--- src/rtl/quiz_seq_ctrl.sv ---
// Game sequencer for the factorization quiz board: IDLE -> READY -> QUESTION -> INPUT -> RESULT.
// Define QUIZ_SEQ_FAST_SIM_EN to drop the prescaler so every cycle is a tick.
module quiz_seq_ctrl #(
  parameter int TICK_DIV     = 50_000_000,
  parameter int READY_TICKS  = 2,
  parameter int QUE_TICKS    = 3,
  parameter int RESULT_TICKS = 3
) (
  input  logic       CLK,
  input  logic       RST,
  input  logic       START,
  input  logic       ENTER,
  input  logic [3:0] ANSWER,
  output logic [3:0] STATE,
  output logic [3:0] QUE,
  output logic [3:0] SEG_Q,
  output logic       CORRECT,
  output logic       WRONG,
  output logic       BUSY
);

  localparam int MAX_A     = (READY_TICKS > QUE_TICKS) ? READY_TICKS : QUE_TICKS;
  localparam int MAX_TICKS = (MAX_A > RESULT_TICKS) ? MAX_A : RESULT_TICKS;
  localparam int DW        = (MAX_TICKS > 1) ? $clog2(MAX_TICKS) : 1;

  typedef enum logic [3:0] {
    S_IDLE     = 4'b0001,
    S_READY    = 4'b0010,
    S_QUESTION = 4'b0011,
    S_INPUT    = 4'b0100,
    S_RESULT   = 4'b0101
  } state_t;

  state_t        state_q, state_d;
  logic [7:0]    lfsr_q, lfsr_d;
  logic [DW-1:0] dwell_q, dwell_d;
  logic [3:0]    que_q, que_d;
  logic [3:0]    seg_cnt_q, seg_cnt_d;
  logic          correct_q, correct_d;
  logic          wrong_q, wrong_d;
  logic          busy_q, busy_d;

  logic          tick;
  logic          state_chg;
  logic          ready_done, que_done, result_done;
  logic [3:0]    cand;
  logic [3:0]    digit;

  assign state_chg = (state_d != state_q);

`ifdef QUIZ_SEQ_FAST_SIM_EN
  assign tick = 1'b1;
`else
  localparam int PW = (TICK_DIV > 1) ? $clog2(TICK_DIV) : 1;

  logic [PW-1:0] pre_q, pre_d;

  assign tick = (pre_q == PW'(TICK_DIV - 1));

  // Restarting on a state change makes every dwell a whole number of tick periods.
  always_comb begin
    pre_d = pre_q + PW'(1);
    if (state_chg || tick) begin
      pre_d = '0;
    end
  end

  always_ff @(posedge CLK or posedge RST) begin
    if (RST) begin
      pre_q <= '0;
    end else begin
      pre_q <= pre_d;
    end
  end
`endif

  assign ready_done  = tick && (dwell_q == DW'(READY_TICKS - 1));
  assign que_done    = tick && (dwell_q == DW'(QUE_TICKS - 1));
  assign result_done = tick && (dwell_q == DW'(RESULT_TICKS - 1));

  // x^8 + x^6 + x^5 + x^4 + 1 is primitive, so a non-zero seed never reaches zero.
  assign lfsr_d = {lfsr_q[6:0], lfsr_q[7] ^ lfsr_q[5] ^ lfsr_q[4] ^ lfsr_q[3]};
  assign cand   = lfsr_q[3:0];
  assign digit  = (cand < 4'd10) ? cand : cand - 4'd6;

  always_comb begin
    state_d   = state_q;
    que_d     = que_q;
    seg_cnt_d = seg_cnt_q;
    correct_d = correct_q;
    wrong_d   = wrong_q;

    case (state_q)
      S_IDLE: begin
        correct_d = 1'b0;
        wrong_d   = 1'b0;
        if (START) begin
          state_d = S_READY;
        end
      end
      S_READY: begin
        if (ready_done) begin
          state_d = S_QUESTION;
          que_d   = digit;
        end
      end
      S_QUESTION: begin
        if (que_done) begin
          state_d   = S_INPUT;
          seg_cnt_d = 4'd0;
        end
      end
      S_INPUT: begin
        // ENTER is judged even when it lands on the timeout tick.
        if (ENTER) begin
          state_d   = S_RESULT;
          correct_d = (ANSWER == que_q);
          wrong_d   = (ANSWER != que_q);
        end else if (tick) begin
          if (seg_cnt_q == 4'd9) begin
            state_d   = S_RESULT;
            correct_d = 1'b0;
            wrong_d   = 1'b1;
          end else begin
            seg_cnt_d = seg_cnt_q + 4'd1;
          end
        end
      end
      S_RESULT: begin
        if (START) begin
          state_d   = S_READY;
          correct_d = 1'b0;
          wrong_d   = 1'b0;
        end else if (result_done) begin
          state_d   = S_IDLE;
          correct_d = 1'b0;
          wrong_d   = 1'b0;
        end
      end
      default: begin
        state_d   = S_IDLE;
        correct_d = 1'b0;
        wrong_d   = 1'b0;
      end
    endcase

    busy_d = (state_d == S_READY) || (state_d == S_QUESTION) || (state_d == S_INPUT);
  end

  always_comb begin
    dwell_d = dwell_q;
    if (state_chg) begin
      dwell_d = '0;
    end else if (tick) begin
      dwell_d = dwell_q + DW'(1);
    end
  end

  always_ff @(posedge CLK or posedge RST) begin
    if (RST) begin
      state_q   <= S_IDLE;
      lfsr_q    <= 8'h01;
      dwell_q   <= '0;
      que_q     <= 4'd0;
      seg_cnt_q <= 4'd0;
      correct_q <= 1'b0;
      wrong_q   <= 1'b0;
      busy_q    <= 1'b0;
    end else begin
      state_q   <= state_d;
      lfsr_q    <= lfsr_d;
      dwell_q   <= dwell_d;
      que_q     <= que_d;
      seg_cnt_q <= seg_cnt_d;
      correct_q <= correct_d;
      wrong_q   <= wrong_d;
      busy_q    <= busy_d;
    end
  end

  assign STATE   = state_q;
  assign QUE     = que_q;
  assign SEG_Q   = seg_cnt_q;
  assign CORRECT = correct_q;
  assign WRONG   = wrong_q;
  assign BUSY    = busy_q;

endmodule

--- config.mk ---
export PLATFORM = sky130hd
export DESIGN_NAME = quiz_seq_ctrl
export DESIGN_NICKNAME = d
export VERILOG_FILES = /design/src/rtl/quiz_seq_ctrl.sv
export SDC_FILE = /design/constraint.sdc
export NUM_CORES = 1
export LEC_CHECK = 0
export CAP_MARGIN = 25
export CORE_ASPECT_RATIO = 1.1
export CORE_UTILIZATION = 40
export CTS_BUF_LIST = sky130_fd_sc_hd__clkbuf_4
export CTS_CLUSTER_SIZE = 25
export DETAILED_ROUTE_END_ITERATION = 8
export HOLD_SLACK_MARGIN = 0.06
export RECOVER_POWER = 25
export SETUP_SLACK_MARGIN = 0.05
export SYNTH_ARGS = -nofsm -noshare
export SYNTH_HDL_FRONTEND = slang
export SYNTH_SLANG_ARGS = --single-unit
--- constraint.sdc ---
create_clock -name CLK -period 2.57 [get_ports CLK]
set_clock_uncertainty 0.1 [all_clocks]
set_input_delay 0.514 -clock CLK [delete_from_list [all_inputs] [get_ports CLK]]
set_output_delay 0.514 -clock CLK [all_outputs]
set_load 0.01 [all_outputs]
-- After elaboration in Yosys (flattened, before gate mapping)
Index checks and enable logic that the tools add are counted.
- word-level logic and storage cells: 79
- flip-flop bits (word level): 51
- bits of input ports: 8
- add/sub/neg operators: 4
- bitwise gates (word level): 4
- equal/unequal tests: 22
- mux-type cells: 28
- $lt $le $gt $ge: 1
- reductions and logical operators: 11
- operator list (cell ; number):
    $mux W4 ; 13
    $add A26 B1 Y26 const B ; 1
    $eq A26 B26 Y1 const B ; 1
    $mux W26 ; 1
    $pmux W4 S5 ; 1
    $eq A4 B2 Y1 const B ; 4
    $eq A4 B3 Y1 const B ; 3
    $ne A3 B3 Y1 const B ; 3
    $mux W1 ; 8
    $ne A2 B2 Y1 const B ; 4
    $ne A4 B4 Y1 ; 2
    $pmux W4 S2 ; 1
    $pmux W1 S3 ; 2
    $reduce_and A5 Y1 ; 1
    $add A4 B1 Y4 const B ; 1
    $eq A4 B1 Y1 const B ; 1
    $eq A4 B4 Y1 ; 1
    $eq A4 B4 Y1 const B ; 1
    $lt A4 B4 Y1 const B ; 1
    $mux W2 ; 2
    $reduce_and A4 Y1 ; 1
    $reduce_bool A2 Y1 ; 2
    $sub A4 B3 Y4 const B ; 1
    $logic_or A1 B1 Y1 ; 3
    other kinds (8) ; 11

-- Logic depth before layout (Yosys ltp)
- depth after elaboration: 8
- gate-level depth with buffers: 7

-- Worst setup path before layout
OpenSTA, ideal clock, no wires.
- kind: reg2reg
- start point: register pre_q[7]
- end point: register que_q[0], in the netlist QUE[0]
- library setup time: 0.125 ns
- setup slack: 0.526 ns
- cell stages (with the launch flop): 6
- clock period less this slack: 2.044 ns
- data arrival time: 1.819 ns
- cells stage by stage: dfrtp_1 -> or4_4 -> nor2_4 -> nand4_4 -> nor3_4 -> mux2_4
- word-level cells in the longest chain between the ends: 3
- ends and longest elaborated chain (what ; RTL line ; source):
    start: declaration ; 56 ; logic [PW-1:0] pre_q, pre_d;
    start signal: assignment ; 72 ; pre_q <= pre_d;
    $eq A26 B26 Y1 ; 58 ; assign tick = (pre_q == PW'(TICK_DIV - 1));
    $logic_and A1 B1 Y1 ; 77 ; assign ready_done = tick && (dwell_q == DW'(READY_TICKS - 1));
    $reduce_and A2 Y1 (no line) ; n/a ;
    end signal: assignment ; 173 ; que_q <= que_d;
    end: declaration ; 37 ; logic [3:0] que_q, que_d;
No other way between the ends.
A chain may end at the register's enable or synchronous reset.

-- Worst setup path after layout
- start point: register state_q[0], in the netlist STATE[0]
- end point: output STATE[0]
- RTL lines (what ; RTL line ; source):
    start: declaration ; 34 ; state_t state_q, state_d;
    start signal: assignment ; 170 ; state_q <= state_d;
    end: declaration ; 14 ; output logic [3:0] STATE,
No word-level cell between the ends.

==> run_results.csv <==
group,metric,value,unit
cts,cts_resized,0,
global_routing,gr-total-overflow,0,
timing,finalCritPeriodShare,89.0,%
setup_path,cp-end-kind,"primary output",
yosys,syn_inst,273,
hold_path,hold_class,"reg2reg",
finish,final_cell_mix,"49 x dfrtp_1, 43 x nor2_1, 21 x clkdlybuf4s50_1",
cts,clk_pin_slew,150,ps
cts,cts_buffer_depth,2,
yosys,yosysSeqAreaShare,45.6,%
finish,nFillCells,626,
setup_path,cp_top_family,"flip-flops",
yosys,postSynthAreaPerCell,10.3,um2
finish,final_util,47.4,%
routing,dr_wl_met3,189,um
routing,drc,0,
finish,multi_input_area,1410,um2
routing,met2WireLength,2550,um
global_routing,grt_usage,16.1,%
cts,hold_buffers,0,
run,maxCapViolCount,0,
cts,root_buffer,"clkbuf_4",
floorplanning,die_width,81.9,um
cts,cts.sinks,51,
routing,drt_iter0_drc,93,
cts,htree_num_levels,2,
routing,drtPass1Iterations,4,
floorplanning,rows,31,
cts,cts_tree,"built",
yosys,synth_edf_count,0,
timing,worstMarginPinSlew,1230,ps
placement,dpl.hpwl,3900,um
setup_path,path_cells,"clkdlybuf4s50_1",
yosys,synth_ff_type,"dfrtp_1",
placement,dp.cells,375,
timing,fin_tns_setup,0,ps
finish,seqCellArea,1280,um2
timing,holdWs,268,ps
setup_path,cp.required,1960,ps
cts,numCtsBuffers,5,
global_routing,grt_pass1_vias,1973,
yosys,synth_nets,287,
setup_path,worst-path-max-fanout,14,
timing,fmax,437,MHz
cts,post_cts.repair.setup_buffers,0,
setup_path,crit_buf_inv,1,
routing,antenna_left,0,
power_and_ir_drop,powerDensity,418,nW/um2
routing,top_layer_used,"met4",
yosys,ys_types,62,
setup_path,path_class,"reg2out",
yosys,ys_ff_latch,51,
finish,fin_cells,383,
cts,insertion_delay,380,ps
routing,drt-wirelength-per-cell,14.0,um
timing,finalSetupViolCount,0,
finish,syn2layout_area_growth,12.8,%
timing,slew_headroom,17.8,%
run_status,outcome,"finished, final reports clean",
yosys,yosys_warnings,0,
yosys,netlist_area,2810,um2
power_and_ir_drop,vdd_drop_max,0.270,mV
finish,nets,314,
finish,drive_gt1_share,13.6,%
floorplanning,core,6670,um2
finish,final_common_cell,"dfrtp_1",
placement,gpl.final_weighted_congestion,0.850,
timing,grt_setup_unrepaired,"false",
setup_path,start_kind,"register",
placement,io_buffers,22,
floorplanning,die_y,89.9,um
setup_path,cp.arrival,1670,ps
routing,m1WireLength,2550,um
routing,routed_wirelength,5350,um
timing,finalHoldViolCount,0,
setup_path,worst_path_max_delay_cell,"dfstp_2",
global_routing,grt_pass1_wl,9250,um
finish,diodes,0,
floorplanning,dieArea,7360,um2
global_routing,antenna_found_initial,0,
timing,drv_slew,0,
routing,vias,2056,
setup_path,cpPeakStageDelay,720,ps
floorplanning,start_util,42.1,%
floorplanning,num_io_pins,23,
global_routing,grt_max_degree,52,
power_and_ir_drop,power_leakage,1.31,nW
routing,via_per_inst,5.37,
timing,min_period,2290,ps
yosys,async_flop_share,100,%
final cells by class:
class / instances / area share (%)
repair buffers: 27 / 8.07
clock buffers: 5 / 1.19
flip-flops and latches: 51 / 40.4
well taps: 82 / 3.24
multi-input cells: 201 / 44.6
clock inverters: 3 / 0.830
inverters: 14 / 1.66
state kept, by name, indices dropped and copies added (netlist names):
name	cells
BUSY	1
CORRECT	1
QUE	4
SEG_Q	4
STATE	4
WRONG	1
dwell_q	2
lfsr_q	8
pre_q	26
final timing paths:
path                       startpoint        end  slack (ps)  cells after the start
setup / recovery             STATE[0]   STATE[0]         280                      1
hold / removal              lfsr_q[6]  lfsr_q[7]         270                      0
setup reg to reg             pre_q[0]       BUSY         360                      6
hold reg to reg             lfsr_q[6]  lfsr_q[7]         270                      0
max in group asynchronous         RST  pre_q[20]         760                      3
min in group asynchronous         RST  lfsr_q[2]         840                      3
per-stage QoR:
step	total power [mW]	setup slack, ps	instance area, um2
final	1.32	283	3160
after global routing	1.40	133	3160
after CTS	1.35	255	3180
after detailed placement	0.960	257	3120
after global placement	0.959	322	3120
after floorplan	0.919	526	2810
Yosys cell counts (3+ instances only):
library cell  count  area (um2)
and3_1            7        43.8
dfrtp_1          49        1230
inv_1            14        52.6
xor2_1           15         131
xnor2_1          16         140
buf_6             4        45.0
a21oi_1           4        20.0
nand4_1           8        50.1
nand2_1          15        56.3
o32ai_1           3        26.3
mux2_4            3        45.0
o21ai_0           9        45.0
nor2_1           43         161
nor3_1            7        35.0
ha_1              6        75.1
nor4_1            6        37.5
nand3_1          13        65.1
metal layers:
layer  up-vias  GRT usage [%]
met1       982           22.5
met3         4           3.05
met2        47           24.7
met5         -              0
li1       1023              -
met4         0           5.41
power breakdown:
| part | switching [mW] | internal (mW) | total, mW |
|---|---|---|---|
| sequential | 0.0136 | 0.814 | 0.827 |
| clock | 0.269 | 0.116 | 0.385 |
| combinational | 0.0637 | 0.0470 | 0.111 |
logic make-up (layout without fill, tap and decap cells):
kind of cell / count (synthesis) / after routing / synth area share [%]
AND/OR/NAND/NOR: 126 / 126 / 26.4
flip-flops: 51 / 51 / 45.6
AO/OA/AOI/OAI: 32 / 32 / 9.05
XOR/XNOR: 31 / 31 / 9.67
buffers and inverters: 21 / 49 / 4.15
adder cells (fa/ha/maj): 6 / 6 / 2.67
multiplexers: 5 / 5 / 2.32
other: 1 / 1 / 0.134
(Power assumes the default switching activity.)
